`config.mk`:
```
export PLATFORM = sky130hd
export DESIGN_NAME = load_store_unit
export DESIGN_NICKNAME = d
export VERILOG_FILES = /design/src/rtl/load_store_unit.sv
export SDC_FILE = /design/constraint.sdc
export NUM_CORES = 1
export LEC_CHECK = 0
export ABC_AREA = 1
export CORE_MARGIN = 4
export CORE_UTILIZATION = 47
export DETAILED_ROUTE_END_ITERATION = 16
export GPL_TIMING_DRIVEN = 0
export PLACE_DENSITY = 0.83
export SETUP_SLACK_MARGIN = 0.02
export SLEW_MARGIN = 20
export SYNTH_ARGS = -nofsm -noshare
export SYNTH_HDL_FRONTEND = slang
export SYNTH_SLANG_ARGS = --single-unit
```
`constraint.sdc`:
```
create_clock -name clk -period 3.25 [get_ports clk]
set_clock_uncertainty 0.05 [all_clocks]
set_input_delay 0.975 -clock clk [delete_from_list [all_inputs] [get_ports clk]]
set_output_delay 0.975 -clock clk [all_outputs]
set_load 0.05 [all_outputs]
```
`src/rtl/load_store_unit.sv`:
```
// Load/store controller between EX/MEM and a word-addressed data memory.
// Handles lane extraction/extension for loads and sub-word stores via a two-cycle read-modify-write.
module load_store_unit #(
  parameter int DATA_WIDTH = 32
) (
  input  logic                  clk,
  input  logic                  reset,
  input  logic                  req_valid_i,
  input  logic                  mem_read_req_i,
  input  logic                  mem_write_req_i,
  input  logic [1:0]            size_i,
  input  logic                  unsigned_i,
  input  logic [DATA_WIDTH-1:0] address_i,
  input  logic [DATA_WIDTH-1:0] store_data_i,
  input  logic [DATA_WIDTH-1:0] mem_read_data_i,
  output logic [DATA_WIDTH-1:0] mem_address_o,
  output logic [DATA_WIDTH-1:0] mem_write_data_o,
  output logic                  mem_write_o,
  output logic                  mem_read_o,
  output logic [DATA_WIDTH-1:0] load_data_o,
  output logic                  done_o,
  output logic                  fault_o,
  output logic                  stall_o
);

  localparam logic [1:0] SZ_BYTE = 2'b00;
  localparam logic [1:0] SZ_HALF = 2'b01;
  localparam logic [1:0] SZ_WORD = 2'b10;
  localparam logic [1:0] SZ_ILL  = 2'b11;

  typedef enum logic {IDLE, MERGE} state_t;

  state_t      state_q, state_d;
  logic [31:0] old_q, mask_q, wdata_q, addr_q;
  logic        capture;
  logic        bad_req;
  logic [4:0]  lane_shamt;
  logic [31:0] lane_mask, lane_wdata, aligned_addr;

  // Picks the addressed lane out of a memory word and extends it to 32 bits.
  function automatic logic [31:0] extend_lane(input logic [31:0] rdata, input logic [1:0] sz,
                                              input logic [1:0] off, input logic uns);
    logic [7:0]         b;
    logic [15:0]        h;
    logic signed [7:0]  bs;
    logic signed [15:0] hs;
    logic [31:0]        r;
    b  = rdata[{off, 3'b000} +: 8];
    h  = off[1] ? rdata[31:16] : rdata[15:0];
    bs = signed'(b);
    hs = signed'(h);
    case (sz)
      SZ_BYTE: r = uns ? {24'h0, b} : 32'(bs);
      SZ_HALF: r = uns ? {16'h0, h} : 32'(hs);
      default: r = rdata;
    endcase
    return r;
  endfunction

  assign aligned_addr = {address_i[31:2], 2'b00};
  assign bad_req = (size_i == SZ_ILL)
                 || (size_i == SZ_HALF && address_i[0])
                 || (size_i == SZ_WORD && address_i[1:0] != 2'b00)
                 || (mem_read_req_i && mem_write_req_i);
  assign lane_shamt = (size_i == SZ_BYTE) ? {address_i[1:0], 3'b000} : {address_i[1], 4'b0000};
  assign lane_mask  = ((size_i == SZ_BYTE) ? 32'h0000_00FF : 32'h0000_FFFF) << lane_shamt;
  assign lane_wdata = ((size_i == SZ_BYTE) ? {24'h0, store_data_i[7:0]}
                                           : {16'h0, store_data_i[15:0]}) << lane_shamt;

  // Outputs are forced low while reset is asserted, which also kills a pending MERGE write.
  always_comb begin
    state_d          = state_q;
    capture          = 1'b0;
    mem_address_o    = '0;
    mem_write_data_o = '0;
    mem_write_o      = 1'b0;
    mem_read_o       = 1'b0;
    load_data_o      = '0;
    done_o           = 1'b0;
    fault_o          = 1'b0;
    stall_o          = 1'b0;
    if (reset) begin
      case (state_q)
        IDLE: begin
          mem_address_o = aligned_addr;
          if (req_valid_i) begin
            if (bad_req) begin
              fault_o = 1'b1;
            end else if (mem_read_req_i) begin
              mem_read_o  = 1'b1;
              done_o      = 1'b1;
              load_data_o = extend_lane(mem_read_data_i, size_i, address_i[1:0], unsigned_i);
            end else if (mem_write_req_i) begin
              if (size_i == SZ_WORD) begin
                mem_write_o      = 1'b1;
                mem_write_data_o = store_data_i;
                done_o           = 1'b1;
              end else begin
                mem_read_o = 1'b1;
                stall_o    = 1'b1;
                capture    = 1'b1;
                state_d    = MERGE;
              end
            end
          end
        end
        MERGE: begin
          mem_address_o    = addr_q;
          mem_write_data_o = (old_q & ~mask_q) | (wdata_q & mask_q);
          mem_write_o      = 1'b1;
          done_o           = 1'b1;
          state_d          = IDLE;
        end
      endcase
    end
  end

  always_ff @(posedge clk or negedge reset) begin
    if (!reset) begin
      state_q <= IDLE;
      old_q   <= '0;
      mask_q  <= '0;
      wdata_q <= '0;
      addr_q  <= '0;
    end else begin
      state_q <= state_d;
      if (capture) begin
        old_q   <= mem_read_data_i;
        mask_q  <= lane_mask;
        wdata_q <= lane_wdata;
        addr_q  <= aligned_addr;
      end
    end
  end

endmodule

```
==> qor.txt <==
outcome = finished with violations
failing checks = setup timing
global-route wire length before repair = 38.4 mm
top cells by count, synth = nand2_1 (197), nor2_1 (129), inv_1 (111)
Arr. time, crit path = 2.36 ns
final hold vios = 0
Filler cells = 953
Area growth, synth to finish = 60.9%
sequential fraction of the synthesis area = 0.390
flop-to-flop setup slack = 1.26 ns
Tmin final = 3.39 ns
Max-Cap Viols = 0
Final Setup Violations = 41
VDD IR max = 0.000276 V
DRT iter0 DRCs = 809
diode count = 0
crit-path max FO = 6
Die Area = 15400 sq um
CP peak stage delay = 0.26 ns
Yosys top cell area share = 0.390
routability cong. = 0.979
FF-to-FF End = wdata_q[23]$_DFFE_PN0P_
Clock Tree Buf Depth = 2
Final nets = 1297
worst path cell trace = buf_12, o21ai_4, nand2_4, nor2_4, buf_4, buf_6, nand4_1, a21oi_2, buf_6
WP buf/inv = 4
fin area = 10200 sq um
drt first pass iters = 6
Core Area = 13200 sq um
Syn Inst Count = 941
crit-path most repeated cell = buf_6
gr usage total = 0.324
CTS root buf = clkbuf_16
HP Class = in2async
Post-synth EDFFs = 0
total gr overflow = 0
IO Port Bufs = 200
CP required = 2.22 ns
Clk Latency, worst-skew pair = 0.35 ns
io pins = 205
top-count cell post-synth = nand2_1
layout cell share with drive strength beyond 1 = 0.265
Synth Warn # = 0
Row Count = 42
post-route setup slack = -0.137 ns
Seq cells post-synth = 99
Synth async-reset ratio = 1.00
CP Capture Type = output port
drc violations = 0
initial core utilization = 0.479
vias in the first global route = 7405
P_leak = 0.00492 uW
antenna violations before repair = 0
drt via density = 5.65
leading post-synthesis cells by cell area = dfrtp_1 (39%), nand2_1 (12%), nor2_1 (7.6%)
Slew @ Worst Pin = 0.620 ns
clock sinks = 99
Antenna Nets Post-Route = 0
Post-DP Area = 9080 sq um
Synth cell types = 30
largest area contributor in the netlist = dfrtp_1
setup repair after global routing missed its margin = yes
Hold WS = 0.374 ns
Worst slew margin = 0.587
mean post-synth cell area = 6.74 sq um
Tot Pwr = 4050 uW
final period utilization = 1.04
R2R depth = 10
via count = 7761
crit path launch type = input port
H-Tree Depth = 3
CTS tree = built
final max-slew violation count = 0
Clock Pin Slew Worst Setup and Hold Paths = 0.07 ns
chip width = 124 um
fmax = 0.295 GHz
slowest CP cell = nor2_4
routed wire length per instance = 18.7 um
reg2reg start = state_q$_DFFE_PN0P_
critical path depth = 9
CTS Buf Count = 9
cts hold-fix bufs = 0
routed wire length = 25.7 mm
CP Class = in2out
Final HPWL DP = 17.7 mm
largest net degree at the start of global routing = 29
Pwr Density = 396 nW/um^2
kind of cell adding the most delay to the critical path = buffers and inverters
Main synth FF type = dfrtp_1
mapped cell area = 6340 sq um
die height = 124 um
-- stage by stage --
| stage | worst slack, ns | setup TNS (ns) | cells | utilization |
|---|---|---|---|---|
| floorplan | -0.146 | -0.816 | 942 | - |
| global placement | -5.82 | -1048.07 | 1318 | 0.684 |
| detailed placement | -1.45 | -111.32 | 1319 | 0.686 |
| CTS | -0.0702 | -0.698 | 1364 | 0.762 |
| global route | -0.152 | -4.10 | 1374 | 0.771 |
| finish | -0.137 | -2.09 | 1374 | 0.771 |
-- worst max path at each step --
| stage | to | slack [ns] | from |
|---|---|---|---|
| 6_report | mem_write_data_o[1] | -0.14 | address_i[0] |
| 5_1_grt | mem_write_data_o[1] | -0.15 | address_i[0] |
| 4_1_cts | load_data_o[30] | -0.07 | address_i[0] |
| 3_5_place_dp | load_data_o[21] | -1.45 | address_i[0] |
| 3_3_place_gp | mem_write_data_o[15] | -5.82 | reset |
| 2_1_floorplan | load_data_o[0] | -0.15 | size_i[1] |
-- area by class of cell --
class	count	area, sq um	area share
Tap cell	176	220	0.0216
Timing Repair Buffer	240	2550	0.250
Sequential cell	99	2480	0.243
Multi-Input combinational cell	658	3670	0.359
Buffer	67	509	0.0499
Inverter	118	462	0.0452
Clock buffer	12	246	0.0241
Clock inverter	4	73.8	0.00723
-- worst register-to-register path, delay by kind of cell (launching register included) --
kind / cells / cell delay, ns
AO/OA/AOI/OAI: 1 / 0.09
AND/OR/NAND/NOR: 4 / 0.53
flip-flops: 1 / 0.37
buffers and inverters: 5 / 0.81
-- sequential cells by signal, summed over array words and instances (netlist names) --
register / count
old_q: 32
mask_q: 4
wdata_q: 32
addr_q: 30
state_q: 1
-- cell usage in the layout, fill, tap and decap left out, types with 10 or more instances in the layout --
| cell type | instances |
|---|---|
| nor2_1 | 118 |
| o21ai_0 | 74 |
| dfrtp_1 | 99 |
| clkbuf_2 | 17 |
| nand3_1 | 10 |
| nand4_1 | 32 |
| a21oi_1 | 53 |
| nand2_1 | 192 |
| o21ai_1 | 72 |
| clkdlybuf4s15_2 | 11 |
| buf_8 | 16 |
| clkbuf_1 | 13 |
| buf_6 | 71 |
| inv_1 | 102 |
| a21oi_4 | 28 |
| clkbuf_16 | 10 |
| buf_2 | 29 |
| o22ai_1 | 13 |
| clkdlybuf4s50_1 | 85 |
| buf_4 | 36 |
| nor2_4 | 22 |
-- routing by layer --
layer	track usage	part of all wire	up-vias
met1	0.415	0.38	3569
met3	0.0845	0.12	106
met5	0	0	-
met2	0.508	0.44	536
met4	0.162	0.055	0
li1	-	-	3550
-- timing repair --
item | CTS | global route
pin swaps | 29 | 20
setup endpoints to repair | 99 | 97
setup buffers | 20 | 8
cloned | 11 | 2
hold endpoints to repair | 0 | 0
gates resized for setup | 685 | 114
-- report_power, final --
part           leakage, uW  switching, uW  internal, uW
sequential         0.00128            174          1500
combinational      0.00348            726           471
clock             0.000157            480           697
total              0.00492           1380          2660
-- cell families (layout without fill, tap and decap cells) --
family	count (synthesis)	count (layout)	share of synthesized area
and+or+nand+nor	393	395	0.266
other	1	2	0.000591
DFF	99	99	0.390
AOI/OAI and AO/OA	261	261	0.213
buffers and inverters	187	441	0.130
No activity file was read; power rests on OpenSTA's default activity.
==> edit (same flow settings) <==
Register the output `fault_o`, with the module's reset; this adds one clock of latency there. The other outputs are not delayed to match.
--- a/src/rtl/load_store_unit.sv
+++ b/src/rtl/load_store_unit.sv
@@ -31,2 +31,4 @@
   typedef enum logic {IDLE, MERGE} state_t;
+
+  logic fault_d;
 
@@ -79,3 +81,3 @@
     done_o           = 1'b0;
-    fault_o          = 1'b0;
+    fault_d          = 1'b0;
     stall_o          = 1'b0;
@@ -87,3 +89,3 @@
             if (bad_req) begin
-              fault_o = 1'b1;
+              fault_d = 1'b1;
             end else if (mem_read_req_i) begin
@@ -135,2 +137,10 @@
 
+  always_ff @(posedge clk or negedge reset) begin
+    if (!reset) begin
+      fault_o <= '0;
+    end else begin
+      fault_o <= fault_d;
+    end
+  end
+
 endmodule
Check against the original RTL: not equivalent (Yosys sat finds a counterexample within 4 cycles, from zero or initial values and one cycle with reset low).
==> edit against the unedited design <==
The flow still finishes with violations (setup timing); combinational power increased by 25%; wire length rose by 19%; synthesized area up 1.2%; cell area is 6.7% higher; non-clock buffer count up 26; sequential cell count grew 1; die area rose by 1.1%; total power grew 8.4%; setup slack worse by 0.077 ns; critical path type unchanged; largest cell class unchanged.
==> edit: results (changes against the unedited design) <==
outcome=finished, violations left (unchanged); failing checks=setup timing (unchanged); Unique masters post-synth=28 (was 30); Hold Path Depth=2; clock buffer depth=2 (unchanged); TritonCTS Buffers=9 (unchanged); CTS Root Cell=clkbuf_16 (unchanged); FILL cells=802 (was 953); DR pass1 iterations=7 (was 6); reg-to-reg critical path startpoint=state_q (unchanged); # H-tree levels=3 (unchanged); Final nets=1341 (was 1297); GP Congestion=0.967 (was 0.979); Finish-stage setup viols=55 (was 41); Largest stage delay, worst path=0.27 ns; Hold Path Class=reg -> reg (was in -> async); Pleak=4.89 nW (was 4.92 nW); n_diodes=0 (unchanged); DRC Markers=0 (unchanged); DR WL/cell=21.5 um (was 18.7 um); reg2reg end=wdata_q[13] (was wdata_q[23]); worst skew pair latency=0.35 ns (about the same); placed cell area=0.00923 sq mm (was 0.00908 sq mm); FFs w/ async S/R, synth=1.00 (unchanged); Synth area leaders=dfrtp_1, nand2_1, o21ai_0 (was dfrtp_1, nand2_1, nor2_1); crit-path max FO=5 (was 6); reg-to-reg setup timing slack=0.89 ns (was 1.26 ns); number of DRC markers in iteration 0=1029 (was 809); grt ovf=0 (unchanged); via count=8537 (was 7761); peak supply drop=0.298 mV (was 0.276 mV); Port Buffers=201 (was 200); dominant synthesized flop cell=dfrtp_1 (unchanged); first-pass GRT wire length=43400 um (was 38400 um); Min-Delay Endpoint=wdata_q[4]; Sum Neg Setup Slack=-4.87 ns (was -2.09 ns); GRT Total Usage=0.346 (was 0.324); crit path max-delay cell type=a21oi_4 (was nor2_4); initial antenna violation count=0 (unchanged); largest net degree at the start of global routing=41 (was 29); min-delay src=wdata_q[4]; layout cell share with drive strength beyond 1=0.301 (was 0.265); sequential share of the synthesized area=0.390 (about the same); Cell Area, Synth=0.00642 sq mm (was 0.00634 sq mm); biggest regs=old_q x32, wdata_q x32, addr_q x30 (unchanged); post-DP HPWL=18300 um (was 17700 um); Worst-Margin Slew=0.638 ns (was 0.620 ns); Reg2Reg Depth=11 (was 10); Syn. warnings=0 (unchanged); internal power=2.81 mW (was 2.66 mW); Reg clk slew, reported paths=0.07 ns (about the same); vias in the first global route=8138 (was 7405); Synth top cells by count=nand2_1, inv_1, o21ai_0 (was nand2_1, nor2_1, inv_1); fin worst setup slack=-0.214 ns (was -0.137 ns)
## edit: cell types whose count changed in the layout (fill, tap and decap cells not counted), sizes merged, moves of 3 or more
cell / delta
dlygate4sd2: +3
nor2: -37
buf: -9
a21boi: +3
o21ai: +10
nand2: +40
clkdlybuf4s15: +7
a21oi: -9
clkbuf: +23
clkinvlp: +6
inv: +3
nand3: +4
## edit: timing repair
action	in CTS	in global routing
resized for setup	661	153
hold buffers	0	0
pin swaps	27	38
buffers inserted	24	22
endpoints found under the hold margin	0	0
cloned	10	3
endpoints found under the setup margin	98	84
## edit: critical path: cells and delay by family
| kind | cells | cell delay, ns |
|---|---|---|
| buffers and inverters | 5 | 0.82 |
| AND/OR/NAND/NOR | 2 | 0.37 |
| AO/OA/AOI/OAI | 1 | 0.27 |
## edit: per-layer routing
metal	wire length, um	GRT usage	up-vias
li1	-	-	3646
met1	10600	0.409	3894
met4	2210	0.184	0
met3	3510	0.0973	219
met2	14100	0.571	778
met5	0	0	-
## edit: worst max path at each step
stage	from	end	slack, ns
floorplan	size_i[1]	load_data_o[2]	-0.05
detailed placement	address_i[0]	load_data_o[22]	-1.67
global route	mem_write_req_i	mem_write_data_o[12]	-0.23
CTS	size_i[1]	load_data_o[21]	-0.08
global placement	reset	mem_write_data_o[15]	-6.12
finish	mem_write_req_i	mem_write_data_o[12]	-0.21
## edit: power by group through the flow
stage / Clock (mW) / Sequential (mW) / Combinational (mW)
floorplan: 0 / 1.65 / 0.811
global placement: 0 / 1.67 / 1.22
detailed placement: 0 / 1.68 / 1.25
CTS: 1.18 / 1.66 / 1.35
global route: 1.24 / 1.70 / 1.60
finish: 1.21 / 1.67 / 1.50
## edit: final cells by class
type / instances / area (sq um) / share of cell area
inverters: 125 / 517 / 0.0474
clock buffers: 10 / 239 / 0.0219
multi-input cells: 668 / 3840 / 0.353
clock inverters: 5 / 85.1 / 0.00781
repair buffers: 260 / 2910 / 0.268
well taps: 176 / 220 / 0.0202
plain buffers: 73 / 569 / 0.0523
flip-flops and latches: 100 / 2500 / 0.230
## edit: kinds of logic (layout without fill, tap and decap cells)
group                  Yosys count  after routing  share of synthesized area
AO/OA/AOI/OAI                  263            263                      0.216
buffers and inverters          200            473                      0.131
flip-flops                     100            100                      0.390
other                            1              2                   0.000584
AND/OR/NAND/NOR                403            403                      0.263
## edit: through the flow
step	hold slack (ns)	instances	utilization	setup WS, ns
floorplan	0.398	968	-	-0.0482
global placement	0.415	1345	0.692	-6.12
detailed placement	0.427	1346	0.694	-1.67
CTS	0.445	1393	0.776	-0.0843
global route	0.465	1417	0.819	-0.226
finish	0.451	1417	0.819	-0.214
